### src/rtl/trap_pkg.sv
// Shared types and constants for the machine-mode trap controller.
package trap_pkg;

    typedef enum logic [1:0] {
        ST_OPERATING   = 2'd0,
        ST_TRAP_TAKEN  = 2'd1,
        ST_TRAP_RETURN = 2'd2,
        ST_HOLD        = 2'd3
    } trap_state_t;

    localparam logic [4:0] IRQ_MSI        = 5'd3;
    localparam logic [4:0] IRQ_MTI        = 5'd7;
    localparam logic [4:0] IRQ_MEI        = 5'd11;
    localparam logic [4:0] IRQ_LOCAL_BASE = 5'd16;

    localparam logic [1:0] MTVEC_DIRECT   = 2'b00;
    localparam logic [1:0] MTVEC_VECTORED = 2'b01;

    localparam int HOLD_CNT_W = 3;

endpackage

### src/rtl/irq_prio_enc.sv
// Fixed-priority interrupt encoder: MEI > MSI > MTI > local interrupts (lowest index first).
module irq_prio_enc
    import trap_pkg::*;
#(
    parameter int IRQ_W = 32
) (
    input  logic [IRQ_W-1:0] ipend,
    output logic             any,
    output logic [4:0]       cause
);

    logic unused_bits;

    // Only 3, 7, 11 and the local range carry interrupts; the rest are architecturally reserved.
    assign unused_bits = ^{ipend[15:12], ipend[10:8], ipend[6:4], ipend[2:0]};

    always_comb begin
        any   = 1'b0;
        cause = 5'd0;
        // Walk downwards so the lowest pending local index is the one left standing.
        for (int i = IRQ_W - 1; i >= int'(IRQ_LOCAL_BASE); i--) begin
            if (ipend[i]) begin
                any   = 1'b1;
                cause = 5'(i);
            end
        end
        if (ipend[IRQ_MTI]) begin
            any   = 1'b1;
            cause = IRQ_MTI;
        end
        if (ipend[IRQ_MSI]) begin
            any   = 1'b1;
            cause = IRQ_MSI;
        end
        if (ipend[IRQ_MEI]) begin
            any   = 1'b1;
            cause = IRQ_MEI;
        end
    end

endmodule

### src/rtl/trap_ctrl.sv
// Machine-mode trap controller: takes exceptions, interrupts and mret at the mem stage,
// drives mcause/mepc/mtval writes and a pipeline redirect, then holds off for FLUSH_HOLD cycles.
module trap_ctrl
    import trap_pkg::*;
#(
    parameter int  DATA_WIDTH    = 32,
    parameter int  NUM_LOCAL_IRQ = 16,
    parameter int  FLUSH_HOLD    = 2,
    localparam int IRQ_W         = 16 + NUM_LOCAL_IRQ
) (
    input  logic                  clk_i,
    input  logic                  rst_i,
    input  logic                  commit_valid_i,
    input  logic [DATA_WIDTH-1:0] pc_i,
    input  logic                  exc_valid_i,
    input  logic [3:0]            exc_code_i,
    input  logic [DATA_WIDTH-1:0] exc_tval_i,
    input  logic                  mret_i,
    input  logic                  mstatus_mie_i,
    input  logic [IRQ_W-1:0]      mie_i,
    input  logic [IRQ_W-1:0]      mip_i,
    input  logic [DATA_WIDTH-1:0] mtvec_i,
    input  logic [DATA_WIDTH-1:0] mepc_i,
    output logic                  flush_o,
    output logic [DATA_WIDTH-1:0] new_pc_o,
    output logic                  cause_we_o,
    output logic [DATA_WIDTH-1:0] cause_o,
    output logic                  epc_we_o,
    output logic [DATA_WIDTH-1:0] epc_o,
    output logic                  tval_we_o,
    output logic [DATA_WIDTH-1:0] tval_o,
    output logic                  mstatus_ie_clear_o,
    output logic                  mstatus_ie_set_o,
    output trap_state_t           dbg_state_o
);

    localparam logic [HOLD_CNT_W-1:0] HOLD_LOAD =
        (FLUSH_HOLD == 0) ? '0 : HOLD_CNT_W'(FLUSH_HOLD - 1);

    // commit_valid_i qualifies the mem-stage instruction; there is no back-pressure, so a
    // decision is taken in the very cycle it is valid and nothing is remembered otherwise.

    logic [1:0]              rst_sync_q;
    logic                    rst_n;
    trap_state_t             state_q, state_d;
    logic [HOLD_CNT_W-1:0]   cnt_q, cnt_d;
    logic                    latch_exc, latch_irq;
    logic                    irq_any, irq_req;
    logic [4:0]              irq_cause;
    logic [IRQ_W-1:0]        ipend;
    logic [4:0]              cause_q;
    logic                    int_q;
    logic [DATA_WIDTH-1:0]   epc_q, tval_q;
    logic [DATA_WIDTH-1:0]   trap_base, trap_target, ret_target;
    logic                    unused_mepc;

    assign unused_mepc = ^mepc_i[1:0];

    // Assertion is immediate; release is retimed to clk_i through two flops.
    always_ff @(posedge clk_i or negedge rst_i) begin
        if (!rst_i) begin
            rst_sync_q <= 2'b00;
        end else begin
            rst_sync_q <= {rst_sync_q[0], 1'b1};
        end
    end

    assign rst_n = rst_sync_q[1];

    assign ipend = mie_i & mip_i;

    irq_prio_enc #(
        .IRQ_W (IRQ_W)
    ) u_prio (
        .ipend (ipend),
        .any   (irq_any),
        .cause (irq_cause)
    );

    assign irq_req = mstatus_mie_i & irq_any;

    always_comb begin
        trap_base   = {mtvec_i[DATA_WIDTH-1:2], 2'b00};
        trap_target = trap_base;
        case (mtvec_i[1:0])
            MTVEC_VECTORED: begin
                if (int_q) begin
                    trap_target = trap_base + DATA_WIDTH'({cause_q, 2'b00});
                end
            end
            MTVEC_DIRECT: trap_target = trap_base;
            default:      trap_target = trap_base;
        endcase
        ret_target = {mepc_i[DATA_WIDTH-1:2], 2'b00};
    end

    always_ff @(posedge clk_i or negedge rst_n) begin
        if (!rst_n) begin
            state_q <= ST_OPERATING;
            cnt_q   <= '0;
        end else begin
            state_q <= state_d;
            cnt_q   <= cnt_d;
        end
    end

    always_comb begin
        state_d            = state_q;
        cnt_d              = cnt_q;
        latch_exc          = 1'b0;
        latch_irq          = 1'b0;
        flush_o            = 1'b0;
        new_pc_o           = '0;
        cause_we_o         = 1'b0;
        epc_we_o           = 1'b0;
        tval_we_o          = 1'b0;
        mstatus_ie_clear_o = 1'b0;
        mstatus_ie_set_o   = 1'b0;
        case (state_q)
            ST_OPERATING: begin
                if (commit_valid_i) begin
                    if (exc_valid_i) begin
                        latch_exc = 1'b1;
                        state_d   = ST_TRAP_TAKEN;
                    end else if (irq_req) begin
                        latch_irq = 1'b1;
                        state_d   = ST_TRAP_TAKEN;
                    end else if (mret_i) begin
                        state_d   = ST_TRAP_RETURN;
                    end
                end
            end
            ST_TRAP_TAKEN: begin
                flush_o            = 1'b1;
                new_pc_o           = trap_target;
                cause_we_o         = 1'b1;
                epc_we_o           = 1'b1;
                tval_we_o          = 1'b1;
                mstatus_ie_clear_o = 1'b1;
                if (FLUSH_HOLD == 0) begin
                    state_d = ST_OPERATING;
                end else begin
                    state_d = ST_HOLD;
                    cnt_d   = HOLD_LOAD;
                end
            end
            ST_TRAP_RETURN: begin
                flush_o          = 1'b1;
                new_pc_o         = ret_target;
                mstatus_ie_set_o = 1'b1;
                if (FLUSH_HOLD == 0) begin
                    state_d = ST_OPERATING;
                end else begin
                    state_d = ST_HOLD;
                    cnt_d   = HOLD_LOAD;
                end
            end
            ST_HOLD: begin
                if (cnt_q == '0) begin
                    state_d = ST_OPERATING;
                end else begin
                    cnt_d = cnt_q - 1'b1;
                end
            end
            default: begin
                state_d = ST_OPERATING;
                cnt_d   = '0;
            end
        endcase
    end

    // An interrupt records the PC of the instruction it kills, so mret re-executes it.
    always_ff @(posedge clk_i or negedge rst_n) begin
        if (!rst_n) begin
            cause_q <= '0;
            int_q   <= 1'b0;
            epc_q   <= '0;
            tval_q  <= '0;
        end else if (latch_exc) begin
            cause_q <= {1'b0, exc_code_i};
            int_q   <= 1'b0;
            epc_q   <= pc_i;
            tval_q  <= exc_tval_i;
        end else if (latch_irq) begin
            cause_q <= irq_cause;
            int_q   <= 1'b1;
            epc_q   <= pc_i;
            tval_q  <= '0;
        end
    end

    assign cause_o     = {int_q, {(DATA_WIDTH-6){1'b0}}, cause_q};
    assign epc_o       = epc_q;
    assign tval_o      = tval_q;
    assign dbg_state_o = state_q;

endmodule

### config.mk
export PLATFORM = sky130hd
export DESIGN_NAME = trap_ctrl
export DESIGN_NICKNAME = d
export VERILOG_FILES = /design/src/rtl/trap_pkg.sv /design/src/rtl/irq_prio_enc.sv /design/src/rtl/trap_ctrl.sv
export SDC_FILE = /design/constraint.sdc
export NUM_CORES = 1
export LEC_CHECK = 0
export BUFFER_PORTS_ARGS = -buffer_cell sky130_fd_sc_hd__buf_2
export CELL_PAD_IN_SITES_DETAIL_PLACEMENT = 2
export CELL_PAD_IN_SITES_GLOBAL_PLACEMENT = 2
export CORE_UTILIZATION = 23
export CTS_CLUSTER_SIZE = 28
export DETAILED_ROUTE_END_ITERATION = 8
export PLACE_DENSITY = 0.84
export SLEW_MARGIN = 20
export SYNTH_ARGS = -nofsm -noshare
export SYNTH_HDL_FRONTEND = slang
export SYNTH_HIERARCHICAL = 1
export SYNTH_SLANG_ARGS = --single-unit
### constraint.sdc
create_clock -name clk_i -period 4 [get_ports clk_i]
set_input_delay 0.4 -clock clk_i [delete_from_list [all_inputs] [get_ports clk_i]]
set_output_delay 0.4 -clock clk_i [all_outputs]
set_load 0.005 [all_outputs]
==> flow_summary.json, run 1 <==
{
  "grtUsageTotal": 0.178,
  "path_max_fanout": 10,
  "dieArea_um2": 22400,
  "topRoutingLayerUsed": "met5",
  "slew_viol_final": 0,
  "path_clk_slew_ns": 0.07,
  "drc_errors": 0,
  "gp_congestion": 0.837,
  "initial_core_util": 0.237,
  "worstMarginPinSlew_ns": 0.976,
  "power.leakage_nw": 3.74,
  "endpoint_kind": "primary output",
  "drive_gt1_frac": 0.366,
  "area_growth_pct": 37.6,
  "reg2reg_depth": 7,
  "clk_latency_ns": 0.34,
  "wl_per_cell_um": 17.1,
  "tritoncts": "yes",
  "grt_max_degree": 76,
  "irDropWorstVdd_mv": 0.239,
  "cts_made_buffers": 9,
  "grt_pass1_vias": 5898,
  "regToRegEndpoint": "tval_o[13]$_DFFE_PN0P_",
  "skew_ns": 0.0107,
  "grt_pass1_wl_um": 31000,
  "die_w_um": 150,
  "r2r-start": "dbg_state_o[0]$_DFFE_PN0P_",
  "routed-wl-met2_um": 10400,
  "drv_cap": 0,
  "syn-mean-instance-area_um2": 8.06,
  "hpwl_um": 16100,
  "drtIter0Drc": 122,
  "fin_nets": 1105,
  "startpoint_type": "register",
  "critPathMaxStageDelay_ns": 0.45,
  "portBuffers": 281,
  "vias": 5405,
  "min_path_type": "reg -> async",
  "slew_headroom": 0.350,
  "syn_area_um2": 5020,
  "crit_type": "reg -> out",
  "die_h_um": 150,
  "grt_overflow": 0,
  "cts.htree.levels": 3,
  "finalWirelength_um": 20000,
  "boundaryPins": 338,
  "cp.arrival_ns": 2.85,
  "clockBufferDepth": 2,
  "post_drt_via_cell_ratio": 4.60,
  "rsz0062_at_grt": "no",
  "slowest_stage": "o31a_1",
  "root_buffer": "clkbuf_16",
  "wl_met1_um": 7270,
  "utilization": 0.325,
  "finalSetupViolCount": 0,
  "wl_met3_um": 1920,
  "status": "finished clean",
  "timing.final.crit_period_ns": 3.25,
  "yosysWarnings": 6,
  "cts_num_sinks": 77,
  "pwr_density_cell_nw_per_um2": 591,
  "tns_ns": 0,
  "crit_chain": "ha_1, inv_1, fa_1, nor2b_1, o31a_1, o21ai_2, mux2i_1, a211o_1, buf_2",
  "dr.pass1.iters": 4,
  "detail-route-antenna-nets": 0,
  "antenna_found_initial": 5,
  "fin_crit_sh": 0.812,
  "crit_required_ns": 3.60,
  "placementRows": 53,
  "syn_inst": 623,
  "fmax_mhz": 308,
  "post_cts.repair.setup_buffers": 0,
  "core_area_um2": 21200,
  "hold_viol_final": 0,
  "fillers": 2550,
  "rrSetupSlack_ns": 1.90
}
[stage by stage]
step / setup WS (ns) / hold slack, ns / power [W] / cell area [um2] / instances
6_report: 0.753 / 0.215 / 0.00409 / 6910 / 1174
5_1_grt: 0.593 / 0.246 / 0.00445 / 6900 / 1170
4_1_cts: 0.679 / 0.233 / 0.00419 / 6870 / 1169
3_5_place_dp: 1.03 / 0.187 / 0.00337 / 6580 / 1152
3_3_place_gp: 1.05 / 0.186 / 0.00326 / 6580 / 1152
2_1_floorplan: 1.64 / 0.104 / 0.00238 / 5120 / 650
[layout by cell type (no fill, tap or decap), types with 2 or more instances in the layout]
cell and count:
and4_1 3, xnor2_1 16, nand3b_1 2, a22oi_1 4
nand2_1 209, clkinv_2 2, o2111ai_1 4, nor3_1 2
nor2b_1 2, a21o_1 3, o221ai_1 2, a21oi_1 6
nor2_1 23, inv_6 2, nor4_1 3, mux2_2 3
inv_1 17, mux2i_1 7, and2_1 27, buf_2 281
xor2_1 7, a2111oi_2 2, a211oi_1 8, o211ai_1 4
o21ai_1 6, ha_1 12, buf_4 5, o21ai_0 32
a31oi_1 2, a2111oi_4 3, o31ai_1 2, conb_1 29
diode_2 4, nand4_4 2, dfrtp_1 76, nand3_1 41
o21a_1 3, clkbuf_16 9, nand3_2 2, o21ai_2 2
[worst max-delay path: cells and delay by family (launching register included)]
| kind | cells | cell delay, ns |
|---|---|---|
| compound gates | 3 | 0.94 |
| fa+ha+maj | 2 | 0.63 |
| flops | 1 | 0.40 |
| buf+inv | 2 | 0.21 |
| simple gates | 1 | 0.17 |
| mux | 1 | 0.17 |
[final cells by class]
class                           count  area (um2)  area share
Antenna cell                        4        10.0     0.00145
Clock buffer                        9         225      0.0326
Clock inverter                      7        55.1     0.00797
Inverter                           17        63.8     0.00924
Multi-Input combinational cell    496        2780       0.402
Sequential cell                    77        1930       0.280
Tap cell                          275         344      0.0498
Timing Repair Buffer              289        1500       0.217
[per-layer routing]
layer  vias up  track usage
met2       216        0.340
met1      2605        0.181
met4         2       0.0510
li1       2555            -
met3        27       0.0622
met5         -            0
[registers in the layout, summed over array words and instances (netlist names)]
name,cells
cause_q,5
epc_o,32
int_q,1
cnt_q,3
rst_sync_q,2
dbg_state_o,2
tval_o,32
[worst max path at each step]
stage | endpoint | from
after CTS | new_pc_o[22] | cause_q[0]$_DFFE_PN0P_
after global routing | new_pc_o[22] | cause_q[0]$_DFFE_PN0P_
after floorplan | new_pc_o[16] | mtvec_i[2]
after global placement | new_pc_o[22] | mtvec_i[2]
after detailed placement | new_pc_o[13] | mtvec_i[5]
final | new_pc_o[22] | cause_q[0]$_DFFE_PN0P_
[power by group]
| part | internal [W] | leakage [nW] | switching, W | total [W] |
|---|---|---|---|---|
| registers | 0.00112 | 0.992 | 0.000215 | 0.00133 |
| clock network | 0.000428 | 0.138 | 0.000357 | 0.000785 |
| logic | 0.000813 | 2.61 | 0.00115 | 0.00197 |
[timing repair]
item,in CTS,in global routing
hold buffers,1,0
endpoints found under the hold margin,2,0
resized for setup,0,0
Power figures use the tool's default switching activity.
==> run 2: changes to the inputs <==
--- a/config.mk
+++ b/config.mk
@@ -8,10 +8,10 @@
 export BUFFER_PORTS_ARGS = -buffer_cell sky130_fd_sc_hd__buf_2
 export CELL_PAD_IN_SITES_DETAIL_PLACEMENT = 2
 export CELL_PAD_IN_SITES_GLOBAL_PLACEMENT = 2
-export CORE_UTILIZATION = 23
+export CORE_UTILIZATION = 20
 export CTS_CLUSTER_SIZE = 28
 export DETAILED_ROUTE_END_ITERATION = 8
-export PLACE_DENSITY = 0.84
+export PLACE_DENSITY = 0.77
 export SLEW_MARGIN = 20
 export SYNTH_ARGS = -nofsm -noshare
 export SYNTH_HDL_FRONTEND = slang
==> constraint.sdc (replaced) <==
create_clock -name clk_i -period 2.75 [get_ports clk_i]
set_input_delay 0.275 -clock clk_i [delete_from_list [all_inputs] [get_ports clk_i]]
set_output_delay 0.275 -clock clk_i [all_outputs]
set_load 0.005 [all_outputs]
==> run 2 against run 1 <==
Effect of this change:
- global-route usage shrank 1.7 points
- largest cell class unchanged
- critical path depth grew 1
- highest routed layer unchanged
- total power grew 56%
- routed wire length grew 3.2%
- the flow now finishes with violations (negative setup slack)
- sequential power grew 45%
- critical endpoint is now new_pc_o[16]
- sequential share of layout area shrank 1.4 points
- largest power group unchanged
==> flow_summary.json, run 2 (synthesis gave the netlist of run 1 again) <==
{
  "cts_made_buffers": 9,
  "placementRows": 57,
  "endpoint_kind": "primary output",
  "gp_congestion": 0.878,
  "drv_cap": 0,
  "finalPower_w": 0.00636,
  "drtIter0Drc": 82,
  "rsz0062_at_grt": "yes",
  "initial_core_util": 0.205,
  "startpoint_type": "register",
  "skew_ns": 0.00792,
  "hpwl_um": 17000,
  "hold_viol_final": 0,
  "mostFrequentLayoutCells": "buf_2 (281), nand2_1 (208), dfrtp_1 (76)",
  "power.leakage_nw": 3.88,
  "boundaryPins": 338,
  "grtUsageTotal": 0.161,
  "finalSetupViolCount": 2,
  "dieArea_um2": 25700,
  "detail-route-antenna-nets": 0,
  "tritoncts": "yes",
  "root_buffer": "clkbuf_16",
  "worstMarginPinSlew_ns": 0.628,
  "violations": "negative setup slack",
  "slew_viol_final": 0,
  "grt_pass1_wl_um": 32700,
  "finalWirelength_um": 20700,
  "grt_pass1_vias": 6142,
  "irDropWorstVdd_mv": 0.327,
  "grt_overflow": 0,
  "path_max_fanout": 8,
  "fin_nets": 1125,
  "cts.htree.levels": 3,
  "drc_errors": 0,
  "portBuffers": 281,
  "cp.arrival_ns": 2.49,
  "core_area_um2": 24500,
  "wl_per_cell_um": 16.6,
  "drive_gt1_frac": 0.392,
  "pre_cts_slack_ns": 0.0369,
  "cts_num_sinks": 77,
  "clk_latency_ns": 0.34,
  "grt_max_degree": 40,
  "vias": 5421,
  "fmax_mhz": 362,
  "die_h_um": 160,
  "area_growth_pct": 44.8,
  "dr.pass1.iters": 4,
  "status": "finished with violations",
  "crit_type": "reg -> out",
  "min_path_type": "in -> reg",
  "crit_required_ns": 2.48,
  "slew_headroom": 0.580,
  "path_clk_slew_ns": 0.07,
  "timing.final.crit_period_ns": 2.76,
  "clockBufferDepth": 2,
  "antenna_found_initial": 5,
  "die_w_um": 160,
  "final_common_cell": "buf_2",
  "fin_ws_ns": -0.0121,
  "fin_crit_sh": 1.00,
  "post_drt_via_cell_ratio": 4.37,
  "fin_hold_ws_ns": 0.118,
  "pwr_density_cell_nw_per_um2": 875
}
==> run 2: changes by cell type in the layout (fill, tap and decap cells not counted), moves of 2 or more <==
| cell | before | now |
|---|---|---|
| a211oi_1 | 8 | 6 |
| a211oi_2 | 0 | 2 |
| buf_12 | 1 | 4 |
| buf_4 | 5 | 21 |
| buf_6 | 0 | 2 |
| bufinv_16 | 0 | 2 |
| diode_2 | 4 | 2 |
| ha_1 | 12 | 9 |
| ha_2 | 0 | 2 |
| o21ai_0 | 32 | 23 |
| o21ai_1 | 6 | 15 |
==> run 2: metal layers <==
layer	routed length [um]	GRT usage	vias to the layer above	share of wire
met1	7800	0.173	2580	0.38
li1	-	-	2593	-
met3	1710	0.0506	31	0.083
met5	59	0	-	0.0029
met4	378	0.0459	8	0.018
met2	10700	0.300	209	0.52
==> run 2: worst max-delay path, cell delays in order (launching register included) <==
cell and delay (ns):
dfrtp_1 0.35, ha_2 0.20, inv_2 0.04, fa_2 0.39, nor2b_4 0.14, o31a_1 0.16
buf_6 0.16, o21bai_4 0.09, o211a_1 0.23, a221o_1 0.26, buf_2 0.13
==> run 2: timing repair <==
action	CTS	global route
setup buffers	3	4
endpoints found under the hold margin	2	0
pin swaps	0	10
setup endpoints to repair	13	19
gates resized for setup	6	20
hold buffers	1	0
==> run 2: final cells by class <==
| class | count | area, um2 |
|---|---|---|
| diodes | 2 | 5.00 |
| well taps | 324 | 405 |
| multi-input cells | 496 | 2860 |
| clock buffers | 9 | 225 |
| fillers | 2900 | 17200 |
| inverters | 17 | 63.8 |
| repair buffers | 309 | 1680 |
| flip-flops and latches | 77 | 1930 |
| clock inverters | 7 | 103 |
==> run 2: final timing paths <==
path / start / cells past startpoint / slack, ns / end
setup reg to reg: dbg_state_o[0]$_DFFE_PN0P_ / 7 / 0.70 / tval_o[19]$_DFFE_PN0P_
min in group asynchronous: rst_i / 2 / 0.25 / rst_sync_q[1]$_DFF_PN0_
hold / removal: pc_i[17] / 3 / 0.12 / epc_o[17]$_DFFE_PN0P_
max in group asynchronous: rst_sync_q[1]$_DFF_PN0_ / 1 / 1.78 / tval_o[25]$_DFFE_PN0P_
setup / recovery: cause_q[0]$_DFFE_PN0P_ / 10 / -0.01 / new_pc_o[16]
hold reg to reg: rst_sync_q[1]$_DFF_PN0_ / 0 / 0.27 / epc_o[3]$_DFFE_PN0P_
==> run 2: power by group <==
group          switching, W  internal (W)
sequential         0.000299       0.00163
clock              0.000530      0.000810
combinational       0.00174       0.00135
==> run 2: metrics by stage <==
step,setup TNS [ns],std cells,utilization,cell area (um2)
finish,-0.0133,1241,0.297,7270
global route,-0.718,1239,0.297,7260
CTS,-0.000894,1235,0.293,7170
detailed placement,0,1215,0.277,6770
global placement,0,1215,0.277,6770
floorplan,0,650,-,5120
==> run 3: changes to the inputs <==
--- a/config.mk
+++ b/config.mk
@@ -8,10 +8,10 @@
 export BUFFER_PORTS_ARGS = -buffer_cell sky130_fd_sc_hd__buf_2
 export CELL_PAD_IN_SITES_DETAIL_PLACEMENT = 2
 export CELL_PAD_IN_SITES_GLOBAL_PLACEMENT = 2
-export CORE_UTILIZATION = 20
+export CORE_UTILIZATION = 22
 export CTS_CLUSTER_SIZE = 28
 export DETAILED_ROUTE_END_ITERATION = 8
-export PLACE_DENSITY = 0.77
+export PLACE_DENSITY = 0.81
 export SLEW_MARGIN = 20
 export SYNTH_ARGS = -nofsm -noshare
 export SYNTH_HDL_FRONTEND = slang
==> constraint.sdc (replaced) <==
create_clock -name clk_i -period 3.1 [get_ports clk_i]
set_input_delay 0.31 -clock clk_i [delete_from_list [all_inputs] [get_ports clk_i]]
set_output_delay 0.31 -clock clk_i [all_outputs]
set_load 0.005 [all_outputs]
==> run 3 against run 2 <==
Effect of this change:
- the run now ends clean
- routed wire length decreased by 0.68%
- setup slack improved by 0.18 ns
- sequential power decreased by 11%
- via count decreased by 0.30%
- worst hold slack improved by 0.039 ns
- combinational power decreased by 14%
- non-clock buffer count decreased by 12
- register-to-register slack improved by 0.23 ns
- cell area decreased by 2.9%
- critical path type unchanged
- largest power group unchanged
- highest routed layer unchanged
==> flow_summary.json, run 3 (synthesis gave the netlist of run 1 again) <==
{
  "hpwl_um": 16100,
  "dr.pass1.iters": 4,
  "critPathLaunch": "cause_q[0]$_DFFE_PN0P_",
  "regToRegEndpoint": "tval_o[12]$_DFFE_PN0P_",
  "rsz0062_at_grt": "no",
  "utilization": 0.320,
  "die_w_um": 153,
  "crit_required_ns": 2.79,
  "grt_overflow": 0,
  "tns_ns": 0,
  "drtIter0Drc": 166,
  "drc_errors": 0,
  "power.leakage_nw": 3.82,
  "finalPower_w": 0.00564,
  "mostFrequentLayoutCells": "buf_2 (281), nand2_1 (209), dfrtp_1 (76)",
  "timing.final.crit_period_ns": 2.93,
  "whs_path_depth": 3,
  "placementRows": 54,
  "path_clk_slew_ns": 0.07,
  "drive_gt1_frac": 0.373,
  "fin_crit_sh": 0.946,
  "detail-route-antenna-nets": 0,
  "finalInstanceArea_um2": 7060,
  "crit_type": "reg -> out",
  "place_area_um2": 6640,
  "drv_cap": 0,
  "irDropWorstVdd_mv": 0.289,
  "cts_made_buffers": 9,
  "antenna_found_initial": 4,
  "finalSetupViolCount": 0,
  "root_buffer": "clkbuf_16",
  "worstMarginPinSlew_ns": 0.832,
  "status": "finished clean",
  "slew_viol_final": 0,
  "multi_input_area_um2": 2780,
  "initial_core_util": 0.227,
  "final_common_cell": "buf_2",
  "cp.arrival_ns": 2.62,
  "grtUsageTotal": 0.175,
  "skew_ns": 0.00610,
  "pwr_density_cell_nw_per_um2": 799,
  "slew_headroom": 0.444,
  "boundaryPins": 338,
  "finalWirelength_um": 20500,
  "fillers": 2639,
  "r2r-start": "dbg_state_o[1]$_DFFE_PN0P_",
  "die_h_um": 153,
  "tritoncts": "yes",
  "fin_hold_ws_ns": 0.157,
  "endpoint_kind": "primary output",
  "path_max_fanout": 5,
  "clk_latency_ns": 0.34,
  "hold_viol_final": 0,
  "grt_pass1_vias": 5946,
  "reg2reg_depth": 7,
  "grt_pass1_wl_um": 32100,
  "startpoint_type": "register",
  "cts.htree.levels": 3,
  "seq_area_um2": 1930,
  "fmax_mhz": 341,
  "area_growth_pct": 40.6,
  "vias": 5405,
  "portBuffers": 281,
  "min_path_type": "in -> reg",
  "cts_num_sinks": 77,
  "core_area_um2": 22100,
  "wl_per_cell_um": 17.3,
  "post_drt_via_cell_ratio": 4.55,
  "clockBufferDepth": 2,
  "fin_nets": 1113,
  "endpoint": "new_pc_o[28]",
  "dieArea_um2": 23400,
  "gp_congestion": 0.887,
  "rrSetupSlack_ns": 0.93,
  "grt_max_degree": 76
}
## run 3: cell type report
type	instances	share of cell area
Tap cell	280	0.0496
Timing Repair Buffer	297	0.223
Clock buffer	9	0.0319
Clock inverter	7	0.0181
Sequential cell	77	0.273
Antenna cell	4	0.00142
Inverter	17	0.00904
Multi-Input combinational cell	496	0.393
## run 3: timing repair
action | CTS | global route
setup buffers | 0 | 2
gates resized for setup | 0 | 1
endpoints found under the hold margin | 2 | 0
endpoints found under the setup margin | 0 | 9
hold buffers | 1 | 0
## run 3: per-layer routing
metal  routed length [um]  share of wire  GRT usage  vias to the layer above
met3                 1750          0.085     0.0553                       30
met1                 8050           0.39      0.195                     2577
met5                   23         0.0011          0                        -
met4                  456          0.022     0.0587                        4
li1                     -              -          -                     2571
met2                10200           0.50      0.312                      223
## run 3: worst min path at each step
| stage | start | slack, ns | end |
|---|---|---|---|
| after global placement | rst_i | 0.1 | rst_sync_q[0]$_DFF_PN0_ |
| after global routing | pc_i[12] | 0.16 | epc_o[12]$_DFFE_PN0P_ |
| after floorplan | rst_i | 0.01 | rst_sync_q[0]$_DFF_PN0_ |
| after CTS | pc_i[23] | 0.14 | epc_o[23]$_DFFE_PN0P_ |
| final | pc_i[15] | 0.16 | epc_o[15]$_DFFE_PN0P_ |
| after detailed placement | rst_i | 0.1 | rst_sync_q[0]$_DFF_PN0_ |
## run 3: power by group
group          leakage, nW  internal (W)  switching [W]  total (W)
sequential           0.992       0.00144       0.000269    0.00171
clock                0.173      0.000802       0.000473    0.00128
combinational         2.66       0.00111        0.00155    0.00266
total                 3.82       0.00335        0.00229    0.00564
## run 3: worst max-delay path, stage by stage, from the launching register on
cell,delay [ns]
dfrtp_1,0.40
ha_1,0.20
inv_1,0.07
fa_1,0.22
nor2b_1,0.08
o31a_2,0.38
buf_4,0.17
o21ai_2,0.23
mux2i_1,0.22
nand3_1,0.14
buf_2,0.16
## run 3: metrics by stage
stage                     instances  worst slack, ns
after floorplan                 650            0.797
after global placement         1163            0.393
after detailed placement       1163            0.347
after CTS                      1180          0.00317
after global routing           1183           0.0540
final                          1187            0.168
